<file path="src/rtl/gpio_in_pkg.sv">
// gpio_in_pkg
//   Shared constants and helpers for the GPIO input conditioner.
//   - BTN_*            : button index order within btn_* vectors (u, l, d, r, c)
//   - DEBOUNCE_DEFAULT : default stable-cycle count before a new level is accepted
//   - cnt_width()      : width of a debounce counter that must hold 0..cycles
package gpio_in_pkg;

   localparam int unsigned BTN_U = 0;
   localparam int unsigned BTN_L = 1;
   localparam int unsigned BTN_D = 2;
   localparam int unsigned BTN_R = 3;
   localparam int unsigned BTN_C = 4;

   localparam int unsigned DEBOUNCE_DEFAULT = 1000000;

   function automatic int unsigned cnt_width(input int unsigned cycles);
      return $clog2(cycles + 1);
   endfunction

endpackage

</file>
<file path="src/rtl/gpio_debounce_bit.sv">
// gpio_debounce_bit
//   One input bit: 2-FF synchroniser followed by a counter-based debouncer.
//   The stable level only moves after DEBOUNCE_CYCLES consecutive cycles of the
//   synchronised input disagreeing with it; any return to the stable level
//   restarts the count.
// Ports:
//   clk_i   - system clock
//   rst_ni  - asynchronous active-low reset
//   raw_i   - raw asynchronous pin
//   level_o - debounced level
//   rise_o  - registered 1-cycle pulse, asserted the cycle level_o goes 0->1
//   fall_o  - registered 1-cycle pulse, asserted the cycle level_o goes 1->0
module gpio_debounce_bit
   import gpio_in_pkg::*;
#(
   parameter int unsigned DEBOUNCE_CYCLES = DEBOUNCE_DEFAULT
) (
   input  logic clk_i,
   input  logic rst_ni,
   input  logic raw_i,
   output logic level_o,
   output logic rise_o,
   output logic fall_o
);

   localparam int unsigned CntW = cnt_width(DEBOUNCE_CYCLES);
   localparam logic [CntW-1:0] CntMax = CntW'(DEBOUNCE_CYCLES - 1);

   logic [1:0]      sync_q;
   logic            s;
   logic            level_q, level_d;
   logic            rise_q, rise_d;
   logic            fall_q, fall_d;
   logic [CntW-1:0] cnt_q, cnt_d;

   assign s = sync_q[1];

   always_comb begin
      level_d = level_q;
      cnt_d   = '0;
      rise_d  = 1'b0;
      fall_d  = 1'b0;
      if (s != level_q) begin
         if (cnt_q == CntMax) begin
            // Disagreement has lasted DEBOUNCE_CYCLES cycles: accept it.
            level_d = s;
            rise_d  = s;
            fall_d  = ~s;
         end else begin
            cnt_d = cnt_q + 1'b1;
         end
      end
   end

   always_ff @(posedge clk_i or negedge rst_ni) begin
      if (!rst_ni) begin
         sync_q  <= 2'b00;
         level_q <= 1'b0;
         cnt_q   <= '0;
         rise_q  <= 1'b0;
         fall_q  <= 1'b0;
      end else begin
         sync_q  <= {sync_q[0], raw_i};
         level_q <= level_d;
         cnt_q   <= cnt_d;
         rise_q  <= rise_d;
         fall_q  <= fall_d;
      end
   end

   assign level_o = level_q;
   assign rise_o  = rise_q;
   assign fall_o  = fall_q;

endmodule

</file>
<file path="src/rtl/gpio_input_conditioner.sv">
// gpio_input_conditioner
//   Synchronises and debounces the board push-buttons and DIP switches and
//   derives press/release pulses, sticky per-button event flags, a switch
//   change pulse and (optionally) per-button press counters.
//   Optional feature macro: GPIO_PRESS_COUNT_EN enables the 8-bit press
//   counters; without it btn_cnt_o is tied to 0 and cnt_clr_i is ignored.
// Ports:
//   clk_i         - system clock
//   rst_ni        - asynchronous active-low reset
//   btn_raw_i     - raw button pins (u, l, d, r, c)
//   sw_raw_i      - raw switch pins
//   btn_level_o   - debounced button levels
//   sw_level_o    - debounced switch levels
//   btn_press_o   - 1-cycle pulse on debounced 0->1
//   btn_release_o - 1-cycle pulse on debounced 1->0
//   btn_evt_o     - sticky press flags
//   evt_clr_i     - per-bit clear of btn_evt_o (level or pulse)
//   sw_chg_o      - 1-cycle pulse when any debounced switch bit changes
//   btn_cnt_o     - press counters, button i at [8i+7:8i]
//   cnt_clr_i     - clears all press counters
module gpio_input_conditioner
   import gpio_in_pkg::*;
#(
   parameter int unsigned N_BTN           = 5,
   parameter int unsigned N_SW            = 8,
   parameter int unsigned DEBOUNCE_CYCLES = DEBOUNCE_DEFAULT
) (
   input  logic               clk_i,
   input  logic               rst_ni,
   input  logic [N_BTN-1:0]   btn_raw_i,
   input  logic [N_SW-1:0]    sw_raw_i,
   output logic [N_BTN-1:0]   btn_level_o,
   output logic [N_SW-1:0]    sw_level_o,
   output logic [N_BTN-1:0]   btn_press_o,
   output logic [N_BTN-1:0]   btn_release_o,
   output logic [N_BTN-1:0]   btn_evt_o,
   input  logic [N_BTN-1:0]   evt_clr_i,
   output logic               sw_chg_o,
   output logic [8*N_BTN-1:0] btn_cnt_o,
   input  logic               cnt_clr_i
);

   logic [N_SW-1:0]  sw_rise, sw_fall;
   logic [N_BTN-1:0] evt_q, evt_d;

   for (genvar i = 0; i < N_BTN; i++) begin : g_btn
      gpio_debounce_bit #(
         .DEBOUNCE_CYCLES(DEBOUNCE_CYCLES)
      ) u_db (
         .clk_i  (clk_i),
         .rst_ni (rst_ni),
         .raw_i  (btn_raw_i[i]),
         .level_o(btn_level_o[i]),
         .rise_o (btn_press_o[i]),
         .fall_o (btn_release_o[i])
      );
   end

   for (genvar i = 0; i < N_SW; i++) begin : g_sw
      gpio_debounce_bit #(
         .DEBOUNCE_CYCLES(DEBOUNCE_CYCLES)
      ) u_db (
         .clk_i  (clk_i),
         .rst_ni (rst_ni),
         .raw_i  (sw_raw_i[i]),
         .level_o(sw_level_o[i]),
         .rise_o (sw_rise[i]),
         .fall_o (sw_fall[i])
      );
   end

   // Rise/fall are registered on the level-update edge, so this pulse lines up
   // with the sw_level_o change.
   assign sw_chg_o = |(sw_rise | sw_fall);

   // Set has priority over clear so a press is never lost to a racing clear.
   always_comb begin
      evt_d = (evt_q & ~evt_clr_i) | btn_press_o;
   end

   always_ff @(posedge clk_i or negedge rst_ni) begin
      if (!rst_ni) begin
         evt_q <= '0;
      end else begin
         evt_q <= evt_d;
      end
   end

   assign btn_evt_o = evt_q;

`ifdef GPIO_PRESS_COUNT_EN
   logic [N_BTN-1:0][7:0] cnt_q, cnt_d;

   always_comb begin
      cnt_d = cnt_q;
      for (int i = 0; i < N_BTN; i++) begin
         if (cnt_clr_i) begin
            cnt_d[i] = 8'h00;
         end else if (btn_press_o[i]) begin
            cnt_d[i] = cnt_q[i] + 8'h01;  // wraps 255 -> 0
         end
      end
   end

   always_ff @(posedge clk_i or negedge rst_ni) begin
      if (!rst_ni) begin
         cnt_q <= '0;
      end else begin
         cnt_q <= cnt_d;
      end
   end

   assign btn_cnt_o = cnt_q;
`else
   logic unused_cnt_clr;
   assign unused_cnt_clr = cnt_clr_i;
   assign btn_cnt_o      = '0;
`endif

endmodule

</file>
<file path="config.mk">
export PLATFORM = sky130hd
export DESIGN_NAME = gpio_input_conditioner
export DESIGN_NICKNAME = d
export VERILOG_FILES = /design/src/rtl/gpio_in_pkg.sv /design/src/rtl/gpio_debounce_bit.sv /design/src/rtl/gpio_input_conditioner.sv
export SDC_FILE = /design/constraint.sdc
export NUM_CORES = 1
export LEC_CHECK = 0
export BUFFER_PORTS_ARGS = -buffer_cell sky130_fd_sc_hd__clkbuf_2
export CORE_UTILIZATION = 25
export CTS_CLUSTER_SIZE = 12
export DETAILED_ROUTE_END_ITERATION = 16
export SLEW_MARGIN = 20
export SYNTH_ARGS = -nofsm -noshare
export SYNTH_HDL_FRONTEND = slang
export SYNTH_SLANG_ARGS = --single-unit
</file>
<file path="constraint.sdc">
create_clock -name clk_i -period 2.27 [get_ports clk_i]
set_input_delay 0.454 -clock clk_i [delete_from_list [all_inputs] [get_ports clk_i]]
set_output_delay 0.454 -clock clk_i [all_outputs]
set_load 0.1 [all_outputs]
</file>
Word-level counts from Yosys, hierarchy flattened
Index checks and enable logic that the tools add are counted.
{"block": "word_totals", "reg_bits": 330, "output_inout_bits": 69, "input_bits": 21, "wordCells": 214}
{"block": "op_classes", "n_addsub": 13, "bitwise": 17, "mux": 78, "eq_ne": 26, "reduce_logical": 14}
{"operator": "two-way mux 20 bit", "n": 26}
{"operator": "adder 20 x 1 -> 20 bit, second input constant", "n": 13}
{"operator": "equality test 20 bit, second input constant", "n": 13}
{"operator": "two-way mux 1 bit", "n": 52}
{"operator": "AND reduction 2 bit", "n": 13}
{"operator": "!= test 1 bit", "n": 13}
{"operator": "inverter 1 bit", "n": 13}
{"operator": "OR 8 bit", "n": 1}
{"operator": "OR reduction 8 bit", "n": 1}
{"operator": "bitwise AND 5 bit", "n": 1}
{"operator": "inverter 5 bit", "n": 1}
{"operator": "OR 5 bit", "n": 1}

Longest topological paths before layout
{"block": "depth", "depth_word": 3, "depth_mapped": 7, "mapped_depth_nobuf": 5}

Modules after synthesis
From an unflattened synthesis, not the netlist that was laid out.
{"block": "hier_totals", "hier_cells": 1569, "area_unflattened_um2": 15773.9}
{"module": "gpio_debounce_bit", "n_inst": 13, "seq_area_each_um2": 625.6, "area_per_inst_um2": 1173.6, "cells_per_inst": 116}
{"module": "gpio_input_conditioner", "n_inst": 1, "seq_area_each_um2": 125.1, "area_per_inst_um2": 516.7, "cells_per_inst": 61}

Worst setup path before layout
Ideal clock, no wire load.
{"block": "synth_timing", "path_kind": "flip-flop to flip-flop", "startpoint": "register g_sw[7].u_db.cnt_q[8]", "endpoint": "register g_sw[7].u_db.level_q", "setup_time_ns": 0.125, "period_less_slack_ns": 2.382, "arrival_time_ns": 2.257, "t_required_ns": 2.145, "stages_incl_launch_ff": 5, "slack_ns": -0.112, "path_buffers": 0, "cell_sequence": "dfrtp_1 -> or4b_1 -> or4_4 -> or4_4 -> mux2_4"}
{"block": "synth_between", "elab_chain_len": 2}
{"item": "from (decl)", "line": "gpio_debounce_bit.sv:34", "rtl": "logic [CntW-1:0] cnt_q, cnt_d;"}
{"item": "from (signal assigned)", "line": "gpio_debounce_bit.sv:65", "rtl": "cnt_q <= cnt_d;"}
{"item": "equality test 20 bit", "line": "gpio_debounce_bit.sv:44", "rtl": "if (cnt_q == CntMax) begin"}
{"item": "AND reduction 2 bit (no line)"}
{"item": "to (signal assigned)", "line": "gpio_debounce_bit.sv:64", "rtl": "level_q <= level_d;"}
{"item": "to (decl)", "line": "gpio_debounce_bit.sv:31", "rtl": "logic level_q, level_d;"}
Every way passes these cells.
A chain may end at the register's enable or synchronous reset.

Final worst setup path
Same ends and word-level chain as after synthesis.

==> reports/metrics.yaml <==
tritoncts_clock_tree: "yes"
most_common_cell_after_layout_fill_and_taps_aside: "dfrtp_1"
utilization_pct: 30.1
synth_sequential_area_ratio_pct: 52.4
number_of_vias_after_detailed_routing: 11400
slew_viol_final: 0
grt_max_degree: 61
main_combinational_cell_family_by_area_after_synthesis: "simple AND/OR/NAND/NOR gates"
place.port_buffers: 48
synth_compound_area_share_pct: 5.63
irDropWorstVdd_mv: 0.511
io-pin-count: 90
critical_path.startpoint_type: "flop"
layout_setup_ws_ns: 0.00859
worst_clock_skew_ns: 0.0164
async_flop_share_pct: 100
clk_path_buf_depth: 3
clk_transition_reported_paths_ns: 0.06
synth_flop_cell: "dfrtp_1"
outcome: "finished, final reports clean"
synth_edf_count: 0
drt_drc_violations_left: 0
cts-root-buf: "clkbuf_16"
leakage_nw: 7.62
worst_slew_pin_slew_ns: 0.600
synth-seq-cells: 330
drt-vias-per-instance: 4.51
launch_point_of_the_worst_reg_to_reg_path: "g_sw[7].u_db.cnt_q[8]$_DFF_PN0_"
synth_adder_area_share_pct: 1.03
grt_pass1_wl_um: 53700
cts_max_level: 2
avgSynthCellArea_um2: 10.1
maxCapViolations: 0
layout_common_cells: "329 x dfrtp_1, 196 x nor2_1, 109 x xnor2_1, 91 x nand3_1, 74 x nand4_1"
final_net_count: 1704
finalSetupViolCount: 0
post-route-period-util_pct: 99.6
yosys.area_share.xor_xnor_pct: 10.0
insertedDiodeCount: 0
clkLatencyLatePin_ns: 0.55
yosys.area_share.simple_pct: 25.2
routed_wire_per_std_cell_um: 12.1
final_area_um2: 18700
area_delta_synth_final_pct: 18.3
critPathLaunch: "g_sw[7].u_db.cnt_q[8]$_DFF_PN0_"
grt_pass1_vias: 11400
grt_use_met3_pct: 2.29
timing.final.crit_period_ns: 2.26
worst_hold_path_type: "in -> reg"
syn_area_um2: 15800
first_pass_iters: 5
grt_remaining_overflow: 0
initial_utilization_pct: 25.4
post_route_cells_drive_above_1_share_pct: 13.2
post_synth_num_cell_types: 49
clock_sink_count: 330
detailed_place_hpwl_um: 21100
endpoint_kind: "flop"
ant_nets: 0
nFillCells: 6351
detail_route.wirelength_um: 30700
drt_first_iter_violations: 608
required_ns: 2.71
globalRoute.busiestLayer: "met2"
power_density_nw_per_um2: 688
post_synth_inst_count: 1556
design.die.area_um2: 64100
finalWeightedCongestion: 0.807
yosys_warnings: 0
hold_viol: 0
total_routing_usage_reported_by_global_routing_pct: 9.86
place_area_um2: 17200
max-slew-margin-rel_pct: 59.7
place_worst_setup_slack_ns: -0.00354
core_area_um2: 62100
die_x_um: 253
fp-row-count: 91
worstPathArrival_ns: 2.70
cts-buffers-inserted: 38
critPathMaxFanout: 4
maxClockFrequency_mhz: 442
fp.dieH_um: 253
antenna_violations_before_repair: 0
hp-start: "sw_raw_i[7]"
synthMuxAreaShare_pct: 1.02
unrepaired_setup_endpoints_after_global_routing: "true"
global_route_met1_usage_pct: 12.9
met2_usage_pct: 15.9
worstSetupPathType: "reg -> reg"
==> logic make-up after synthesis <==
family / after synthesis
adders and majority gates: 13
and+or+nand+nor: 737
xor gates and xnor gates: 180
AOI/OAI and AO/OA: 149
other: 1
buffers and inverters: 132
muxes: 14
DFF: 330
==> path summary, 6_finish.rpt <==
| path | to | cells after the start | slack, ns |
|---|---|---|---|
| max | g_sw[7].u_db.level_o$_DFFE_PN0P_ | 4 | 0.009 |
| min | g_sw[7].u_db.sync_q[0]$_DFF_PN0_ | 1 | 0.08 |
| max reg2reg | g_sw[7].u_db.level_o$_DFFE_PN0P_ | 4 | 0.009 |
| min reg2reg | g_btn[1].u_db.sync_q[1]$_DFF_PN0_ | 0 | 0.35 |
| max in group asynchronous | g_sw[5].u_db.cnt_q[16]$_DFF_PN0_ | 3 | 1.13 |
| min in group asynchronous | g_btn[2].u_db.cnt_q[14]$_DFF_PN0_ | 2 | 0.48 |
==> power breakdown <==
part | total (mW) | leakage (nW) | switching, mW | internal [mW]
registers | 6.05 | 4.52 | 0.0825 | 5.96
logic | 0.704 | 2.49 | 0.547 | 0.157
clock network | 6.08 | 0.610 | 2.41 | 3.67
total | 12.8 | 7.62 | 3.04 | 9.80
==> registers in the layout, summed over array words and instances, names as in the netlist <==
signal              cells
g_btn.u_db.sync_q      10
g_btn.u_db.level_o      5
btn_evt_o               5
g_sw.u_db.fall_o        8
g_sw.u_db.cnt_q       160
g_btn.u_db.rise_o       5
g_sw.u_db.sync_q       16
g_sw.u_db.level_o       8
g_btn.u_db.fall_o       5
g_sw.u_db.rise_o        8
g_btn.u_db.cnt_q      100
==> area by class of cell <==
cell class / instances / area [µm²] / share of cell area, %
clock buffers: 51 / 1080 / 5.79
multi-input cells: 1133 / 6980 / 37.4
inverters: 38 / 143 / 0.764
well taps: 837 / 1050 / 5.61
repair buffers: 129 / 988 / 5.30
clock inverters: 13 / 164 / 0.878
flip-flops and latches: 330 / 8260 / 44.3
==> per-layer routing <==
layer	vias to the layer above	part of all wire, %
met5	-	0
met4	0	2.0
met3	43	4.0
met2	129	46
met1	5574	48
li1	5665	-
==> repair_timing <==
action                                 in CTS  in global routing
hold buffers                               13                  0
buffers inserted                            0                  1
pin swaps                                   0                  2
endpoints found under the hold margin      58                  0
resized for setup                           2                  6
setup endpoints to repair                   1                  5
==> metrics by stage <==
stage / hold slack (ns) / instances / TNS [ns] / power (mW)
4_1_cts: 0.0209 / 2530 / 0 / 13.1
3_3_place_gp: 0.333 / 2453 / 0 / 6.83
5_1_grt: 0.0389 / 2531 / -0.0820 / 13.3
2_1_floorplan: 0.158 / 1595 / -0.0125 / 6.63
3_5_place_dp: 0.336 / 2453 / -0.00354 / 6.85
6_report: 0.0770 / 2531 / 0 / 12.8
==> worst max-delay path, cell delays in order (launching register included) <==
cell,delay [ns]
dfrtp_1,0.37
or4b_1,0.53
or4_4,0.50
or4_4,0.46
mux2_4,0.31
==> synth_stat cells, types with 5 or more instances <==
cell type / count / area (µm²)
nor4b_1: 8 / 70.1
and2_1: 10 / 62.6
xnor2_1: 109 / 955
nand4_1: 74 / 463
dfrtp_1: 330 / 8260
or3_1: 55 / 344
nand3_1: 91 / 455
nor2_1: 196 / 736
nor4_1: 47 / 294
buf_4: 63 / 473
nand2_1: 73 / 274
and3_1: 42 / 263
clkbuf_1: 27 / 101
nor3_1: 31 / 155
nor3b_1: 28 / 210
xor2_1: 71 / 622
or4_1: 32 / 240
or2_2: 9 / 56.3
a21o_1: 5 / 37.5
and4_1: 11 / 96.3
a21oi_1: 66 / 330
nand4b_1: 8 / 70.1
ha_1: 13 / 163
inv_1: 38 / 143
o31ai_1: 28 / 210
or4b_2: 6 / 60.1
mux2_2: 12 / 135
nor2b_1: 5 / 31.3
o21ai_0: 39 / 195
No activity file was read; power rests on OpenSTA's default activity.
